## src/rtl/mips_pkg.sv

```systemverilog
// Shared MIPS-subset definitions: opcodes, NOP word, fetch FSM encoding,
// IF/ID register layout and jump/branch target helpers.
package mips_pkg;

  localparam logic [5:0] OP_RTYPE  = 6'b000000;
  localparam logic [5:0] OP_JUMP   = 6'b000100;
  localparam logic [5:0] OP_BRANCH = 6'b001100;
  localparam logic [5:0] OP_ADDI   = 6'b001110;
  localparam logic [5:0] OP_LW     = 6'b100100;
  localparam logic [5:0] OP_SW     = 6'b100110;

  localparam logic [31:0] NOP_WORD = 32'h0000_0000;

  typedef enum logic [1:0] {
    ST_IDLE  = 2'd0,
    ST_FETCH = 2'd1,
    ST_HOLD  = 2'd2,
    ST_DROP  = 2'd3
  } fetch_state_t;

  typedef struct packed {
    logic [31:0] instr;
    logic [31:0] pc_plus4;
    logic        valid;
  } ifid_t;

  // Jump keeps the 256 MB region of the delay slot address.
  function automatic logic [31:0] jump_target(input logic [3:0]  region,
                                              input logic [25:0] index);
    return {region, index, 2'b00};
  endfunction

  function automatic logic [31:0] branch_target(input logic [31:0] pc_plus4,
                                                input logic [15:0] imm);
    return pc_plus4 + {{14{imm[15]}}, imm, 2'b00};
  endfunction

endpackage

```

## src/rtl/if_stage_if.sv

```systemverilog
// Instruction-memory port: req/addr from fetch, valid/rdata back from memory.
// addr is held stable while req is high; valid may arrive after req drops.
interface if_stage_if;
  logic        req;
  logic [31:0] addr;
  logic        valid;
  logic [31:0] rdata;

  modport master (output req, addr, input valid, rdata);
  modport slave  (input req, addr, output valid, rdata);
endinterface

```

## src/rtl/pc_next_calc.sv

```systemverilog
// Redirect decision and target for the instruction held in IF/ID.
// Purely combinational; a stalled ID never redirects.
module pc_next_calc
  import mips_pkg::*;
(
  input  logic [31:0] id_instr,
  input  logic [31:0] id_pc_plus4,
  input  logic        jump,
  input  logic        branch,
  input  logic        alu_zero,
  input  logic        id_valid,
  input  logic        stall,
  output logic        taken,
  output logic [31:0] target
);

  logic [5:0] unused_opcode;
  assign unused_opcode = id_instr[31:26];

  assign taken  = id_valid & ~stall & (jump | (branch & alu_zero));
  // jump wins over branch when control raises both
  assign target = jump ? jump_target(id_pc_plus4[31:28], id_instr[25:0])
                       : branch_target(id_pc_plus4, id_instr[15:0]);

endmodule

```

## src/rtl/if_stage.sv

```systemverilog
// Fetch stage: PC, imem request FSM, one-word skid and IF/ID register. 1 instr/cycle
// with a 1-cycle memory; stall freezes IF/ID, a response caught under stall parks in skid.
module if_stage
  import mips_pkg::*;
#(
  parameter logic [31:0] RESET_PC = 32'h0000_0000,
  parameter logic [31:0] NOP      = NOP_WORD
) (
  input  logic              clk,
  input  logic              rst_n,
  input  logic              stall,
  input  logic              jump,
  input  logic              branch,
  input  logic              alu_zero,
  if_stage_if.master        imem,
  output logic [31:0]       id_instr,
  output logic [31:0]       id_pc_plus4,
  output logic              id_valid,
  output logic [31:0]       pc
);

  fetch_state_t state, state_nxt;
  ifid_t        ifid;
  logic [31:0]  skid;
  logic         taken;
  logic [31:0]  target;
  logic         rsp_fetch;
  logic         ifid_load;

  pc_next_calc u_pc_next_calc (
    .id_instr    (ifid.instr),
    .id_pc_plus4 (ifid.pc_plus4),
    .jump        (jump),
    .branch      (branch),
    .alu_zero    (alu_zero),
    .id_valid    (ifid.valid),
    .stall       (stall),
    .taken       (taken),
    .target      (target)
  );

  assign rsp_fetch = (state == ST_FETCH) && imem.valid;
  assign ifid_load = !stall && (rsp_fetch || (state == ST_HOLD));

  always_ff @(posedge clk or negedge rst_n) begin
    if (!rst_n) state <= ST_IDLE;
    else        state <= state_nxt;
  end

  always_comb begin
    state_nxt = state;
    unique case (state)
      ST_IDLE:  state_nxt = ST_FETCH;
      ST_FETCH: begin
        // a redirect with the response still in flight must swallow it later
        if (taken)                    state_nxt = imem.valid ? ST_FETCH : ST_DROP;
        else if (imem.valid && stall) state_nxt = ST_HOLD;
      end
      ST_HOLD:  if (taken || !stall) state_nxt = ST_FETCH;
      ST_DROP:  if (imem.valid)      state_nxt = ST_FETCH;
      default:  state_nxt = ST_IDLE;
    endcase
  end

  always_comb begin
    imem.req  = (state == ST_FETCH);
    imem.addr = pc;
  end

  always_ff @(posedge clk or negedge rst_n) begin
    if (!rst_n)         pc <= RESET_PC;
    else if (taken)     pc <= target;
    else if (rsp_fetch) pc <= pc + 32'd4;
  end

  always_ff @(posedge clk or negedge rst_n) begin
    if (!rst_n)                  skid <= NOP;
    else if (rsp_fetch && stall) skid <= imem.rdata;
  end

  // In HOLD the PC has already stepped past the parked word, so pc is its PC+4.
  always_ff @(posedge clk or negedge rst_n) begin
    if (!rst_n) begin
      ifid <= '{instr: NOP, pc_plus4: 32'h0, valid: 1'b0};
    end else if (taken) begin
      ifid <= '{instr: NOP, pc_plus4: ifid.pc_plus4, valid: 1'b0};
    end else if (ifid_load) begin
      ifid <= (state == ST_HOLD) ? '{instr: skid, pc_plus4: pc, valid: 1'b1}
                                 : '{instr: imem.rdata, pc_plus4: pc + 32'd4, valid: 1'b1};
    end else if (!stall) begin
      ifid <= '{instr: NOP, pc_plus4: ifid.pc_plus4, valid: 1'b0};
    end
  end

  assign id_instr    = ifid.instr;
  assign id_pc_plus4 = ifid.pc_plus4;
  assign id_valid    = ifid.valid;

endmodule

```

## src/flat_wrapper.sv

```systemverilog
// flat-port wrapper written by rule: the top's interface ports become plain ports
module if_stage_flat import mips_pkg::*;
#(
  parameter logic [31:0] RESET_PC = 32'h0000_0000,
  parameter logic [31:0] NOP      = NOP_WORD
)
  (clk, rst_n, stall, jump, branch, alu_zero, id_instr, id_pc_plus4, id_valid, pc, imem_req, imem_addr, imem_valid, imem_rdata);
  if_stage_if imem_i ();
  input  logic clk;
  input  logic rst_n;
  input  logic stall;
  input  logic jump;
  input  logic branch;
  input  logic alu_zero;
  output logic [31:0] id_instr;
  output logic [31:0] id_pc_plus4;
  output logic id_valid;
  output logic [31:0] pc;
  output wire logic [$bits(imem_i.req)-1:0] imem_req;
  output wire logic [$bits(imem_i.addr)-1:0] imem_addr;
  input wire logic [$bits(imem_i.valid)-1:0] imem_valid;
  input wire logic [$bits(imem_i.rdata)-1:0] imem_rdata;
  assign imem_req = imem_i.req;
  assign imem_addr = imem_i.addr;
  assign imem_i.valid = imem_valid;
  assign imem_i.rdata = imem_rdata;
  if_stage #(.RESET_PC(RESET_PC), .NOP(NOP)) u_core (.clk(clk), .rst_n(rst_n), .stall(stall), .jump(jump), .branch(branch), .alu_zero(alu_zero), .imem(imem_i), .id_instr(id_instr), .id_pc_plus4(id_pc_plus4), .id_valid(id_valid), .pc(pc));
endmodule
```

## config.mk

```make
export PLATFORM = sky130hd
export DESIGN_NAME = if_stage_flat
export DESIGN_NICKNAME = d
export VERILOG_FILES = /design/src/rtl/mips_pkg.sv /design/src/rtl/if_stage_if.sv /design/src/rtl/pc_next_calc.sv /design/src/rtl/if_stage.sv /design/src/flat_wrapper.sv
export SDC_FILE = /design/constraint.sdc
export NUM_CORES = 1
export LEC_CHECK = 0
export CORE_MARGIN = 1.5
export CORE_UTILIZATION = 50
export CTS_CLUSTER_SIZE = 20
export DETAILED_ROUTE_END_ITERATION = 16
export PLACE_DENSITY = 0.81
export SLEW_MARGIN = 25
export SYNTH_ARGS = -nofsm -noshare
export SYNTH_HDL_FRONTEND = slang
export SYNTH_SLANG_ARGS = --single-unit
```

## constraint.sdc

```tcl
create_clock -name clk -period 3.1 [get_ports clk]
set_input_delay 0.775 -clock clk [delete_from_list [all_inputs] [get_ports clk]]
set_output_delay 0.775 -clock clk [all_outputs]
set_load 0.03 [all_outputs]
```

==> Implementation_results.wiki <==
{| class="wikitable"
! Metric !! Value
|-
| Outcome || completed
|-
| Pins over their slew limit || 0
|-
| Mux contribution to synthesized area || under 10%
|-
| Number of antenna repair diodes || 0
|-
| Final min period || 3020 ps
|-
| Family of cells with the greatest summed delay on the critical path || compound AO/OA/AOI/OAI gates
|-
| Routed Wire Length || 22600 um
|-
| Chain of cells forming the critical path || ha_2 > fa_2 > a211o_1 > a21oi_4 > o211ai_2 > a32oi_2 > o21ai_2 > a311o_1 > a21oi_2 > mux2i_1 > o311a_1
|-
| Power density normalized to cell area || 992 nW/um2
|-
| Largest net degree at the start of global routing || 59
|-
| Number of global-route vias before repair || between 6000 and 7000
|-
| Clock tree from TritonCTS || yes
|-
| Reg2reg start || u_core.id_instr[0]
|-
| Main combinational cell family by area after synthesis || compound AO/OA/AOI/OAI gates
|-
| Cell count after synthesis || 885
|-
| Post-synthesis sequential area ratio || 40.0%
|-
| Synthesized Nets || roughly 960
|-
| Worst hold path type || primary input to async pin
|-
| Detailed Route Iter0 Violations || 656
|-
| Share of Yosys cell area claimed by the top area cell type || about 40%
|-
| Sum of net half-perimeters after detailed placement || roughly 16000 um
|-
| Average cell area after synthesis || 9.26 um2
|-
| Post-synth top flop || sky130_fd_sc_hd__dfrtp_1
|-
| Timing-limited maximum frequency || approximately 0.33 GHz
|-
| CP peak stage delay || 410 ps
|-
| # fillers || 1297
|-
| Count of antenna-violating nets left after detailed routing || 0
|-
| Simple-Gate Fraction of Synth Area || between 15 and 20%
|-
| Post-Synthesis Cell Area || between 8000 and 9000 um2
|-
| Share of the synthesized netlist area taken by xor and xnor gates || about 8.7%
|-
| Final Cycle Share || 97.3%
|-
| Synthesis-stage register bit count || 131
|-
| DIE WIDTH || 131 um
|-
| Layout area overhead || 29.3%
|-
| Initial Util || 51.4%
|-
| Synth area leader || sky130_fd_sc_hd__dfrtp_1
|-
| WL/cell || between 15 and 20 um
|-
| Launch point of the critical path || u_core.id_instr[0]
|-
| Worst hold margin || between 300 and 400 ps
|-
| Worst IR Drop VDD || 0.000546 V
|-
| Levels on crit path || 11
|-
| Sequential standard cell area || 3280 um2
|-
| Setup-failing EPs final || 0
|-
| Antenna violations before repair || 0
|-
| H-Tree Level Count || 4
|-
| Buffers and inverters on the worst path || 0
|-
| Worst-case headroom to the max-slew limit || 57.8%
|-
| Cells taking the most area after synthesis || sky130_fd_sc_hd__dfrtp_1, sky130_fd_sc_hd__xnor2_1, sky130_fd_sc_hd__nand2_1, sky130_fd_sc_hd__mux2i_1, sky130_fd_sc_hd__ha_1
|-
| Residual DRC || 0
|-
| FF-to-FF path depth || 11
|-
| Number of enable flip-flop cells after synthesis || 0
|-
| CTS Buffer Depth || 2
|-
| Critical Path RT || 3460 ps
|-
| First-pass GRT wire length || 35700 um
|-
| Worst clock skew || 9.01 ps
|-
| All-Layer GR Usage || 27.3%
|-
| Clock net sink count || between 100 and 150
|-
| Die area || 17200 um2
|-
| Share of synthesized cell area in full adder, half adder and majority cells || 4.82%
|-
| Cell chosen for the clock root || sky130_fd_sc_hd__clkbuf_16
|-
| Async set or reset register ratio after synthesis || 100%
|-
| Number of hold violations in the final report || 0
|-
| Proportion of layout cells with a drive suffix above 1 || 11.4%
|-
| Critical path start-end classification || register to register
|-
| Number of warnings printed during yosys synthesis || 0
|-
| Placement Rows || 46
|-
| Remaining Overflow, GRT || 0
|-
| Via density || 5.65
|-
| Floorplan Core Area || 15900 um2
|-
| Nature of the critical path startpoint || register
|-
| Tightest Pin Transition || 633 ps
|-
| Post-layout net count || 1097
|-
| Total CTS buffers || 17
|-
| Routability Congestion || 0.998
|-
| Critical Path Sink Type || register
|-
| Footprint of the multi-input gates || about 4400 um2
|-
| Max Fanout on Critical Path || 4
|-
| Arrival time at the worst endpoint || 3380 ps
|-
| Overall via count from detail_route || 7096
|-
| Crit path max-delay cell type || sky130_fd_sc_hd__dfrtp_1
|-
| Vertical extent of the die || 131 um
|-
| Distinct cell type count of the synthesized netlist || 67
|-
| Final core utilization || between 60% and 70%
|-
| Post-synthesis compound-gate area fraction || 16.1%
|-
| Maximum Capacitance Violations || 0
|-
| Setup repair after global routing missed its margin || true
|-
| Setup TNS after final layout || 0 ps
|-
| Number of placed I/O pins || roughly 170
|-
| Latest clock arrival within the worst-skew pair || between 400 and 500 ps
|-
| Buffers added on ports || 168
|-
| Clock transition at the registers of the reported paths || 60 ps
|-
| Cell leakage power || 4.57 nW
|-
| Number of detailed-routing iterations run before antenna repair || 5
|}
[state kept, by name, indices dropped and copies added, names as in the netlist]
register            count
u_core.id_instr        32
u_core.id_pc_plus4     32
u_core.id_valid         1
u_core.imem.addr       32
u_core.skid            32
u_core.state            2
[cell type report]
cell class              instances  area share [%]
flip-flops and latches        131            30.9
well taps                     216            2.55
clock inverters                 9            1.23
clock buffers                  22            4.29
multi-input cells             661            42.0
inverters                      13           0.461
repair buffers                203            18.6
[cell families (layout without fill, tap and decap cells)]
kind of cell | after synthesis | after routing
adders and majority gates | 31 | 31
and+or+nand+nor | 267 | 267
buffers and inverters | 93 | 247
AOI/OAI and AO/OA | 210 | 210
muxes | 72 | 72
DFF | 131 | 131
xor gates and xnor gates | 81 | 81
[metrics by stage]
step / total power [mW] / worst slack (ps) / instances / area, um2
after detailed placement: 8.42 / 57.2 / 1223 / 10000
after global placement: 8.30 / 163 / 1223 / 10000
after floorplan: 6.59 / 139 / 885 / 8200
after CTS: 10.5 / 26.2 / 1254 / 10600
after global routing: 11.1 / -52.8 / 1255 / 10600
final: 10.5 / 83.6 / 1255 / 10600
[path summary, 6_finish.rpt]
| check | endpoint | slack, ps |
|---|---|---|
| worst min-delay path | u_core.skid[4] | 300 |
| worst min register to register | u_core.id_instr[26] | 500 |
| worst max-delay path | u_core.imem.addr[28] | 80 |
| max in group asynchronous | u_core.id_instr[1] | 2120 |
| min in group clk | u_core.id_instr[26] | 500 |
| worst max register to register | u_core.imem.addr[28] | 80 |
[synthesized netlist by cell type (5+ instances only)]
cell type	instances
sky130_fd_sc_hd__a31oi_1	7
sky130_fd_sc_hd__nor2_1	61
sky130_fd_sc_hd__o21ai_1	9
sky130_fd_sc_hd__inv_1	13
sky130_fd_sc_hd__clkbuf_1	29
sky130_fd_sc_hd__and2_1	5
sky130_fd_sc_hd__buf_4	32
sky130_fd_sc_hd__mux2i_1	38
sky130_fd_sc_hd__nand3_1	21
sky130_fd_sc_hd__xnor2_1	56
sky130_fd_sc_hd__o21ai_0	70
sky130_fd_sc_hd__nand4_1	6
sky130_fd_sc_hd__nand2_1	122
sky130_fd_sc_hd__a21o_1	29
sky130_fd_sc_hd__dfrtp_1	131
sky130_fd_sc_hd__xor2_1	25
sky130_fd_sc_hd__a211oi_1	18
sky130_fd_sc_hd__and3_1	8
sky130_fd_sc_hd__buf_1	8
sky130_fd_sc_hd__mux2_2	32
sky130_fd_sc_hd__a21oi_1	41
sky130_fd_sc_hd__ha_1	30
sky130_fd_sc_hd__buf_2	10
sky130_fd_sc_hd__nor3_1	13
[power breakdown]
part	switching, mW	total (mW)	leakage, nW	internal (mW)
registers	0.799	3.11	1.62	2.31
logic	3.06	5.37	2.66	2.31
clock network	0.744	2.02	0.284	1.28
total	4.61	10.5	4.57	5.90
[what timing repair did]
action,CTS,global route
endpoints found under the hold margin,0,0
setup endpoints to repair,0,5
hold buffers,0,0
buffers inserted,0,1
gates resized for setup,0,2
[cells in the final DEF (no fill, tap or decap), types with 18 or more instances in the layout]
cell type	instances
sky130_fd_sc_hd__nand2_1	122
sky130_fd_sc_hd__dfrtp_1	131
sky130_fd_sc_hd__mux2_2	32
sky130_fd_sc_hd__xor2_1	25
sky130_fd_sc_hd__o21ai_0	70
sky130_fd_sc_hd__a21o_1	29
sky130_fd_sc_hd__clkdlybuf4s50_1	166
sky130_fd_sc_hd__nand3_1	21
sky130_fd_sc_hd__mux2i_1	38
sky130_fd_sc_hd__a211oi_1	18
sky130_fd_sc_hd__ha_1	29
sky130_fd_sc_hd__nor2_1	61
sky130_fd_sc_hd__buf_4	33
sky130_fd_sc_hd__xnor2_1	56
sky130_fd_sc_hd__a21oi_1	41
[layer usage]
metal / wire length [um] / track usage [%] / vias to the layer above
li1: - / - / 3360
met1: 9620 / 37.4 / 3366
met2: 10500 / 42.6 / 321
met3: 1990 / 6.88 / 49
met4: 527 / 8.86 / 0
met5: 0 / 0 / -
(Power assumes the default switching activity.)
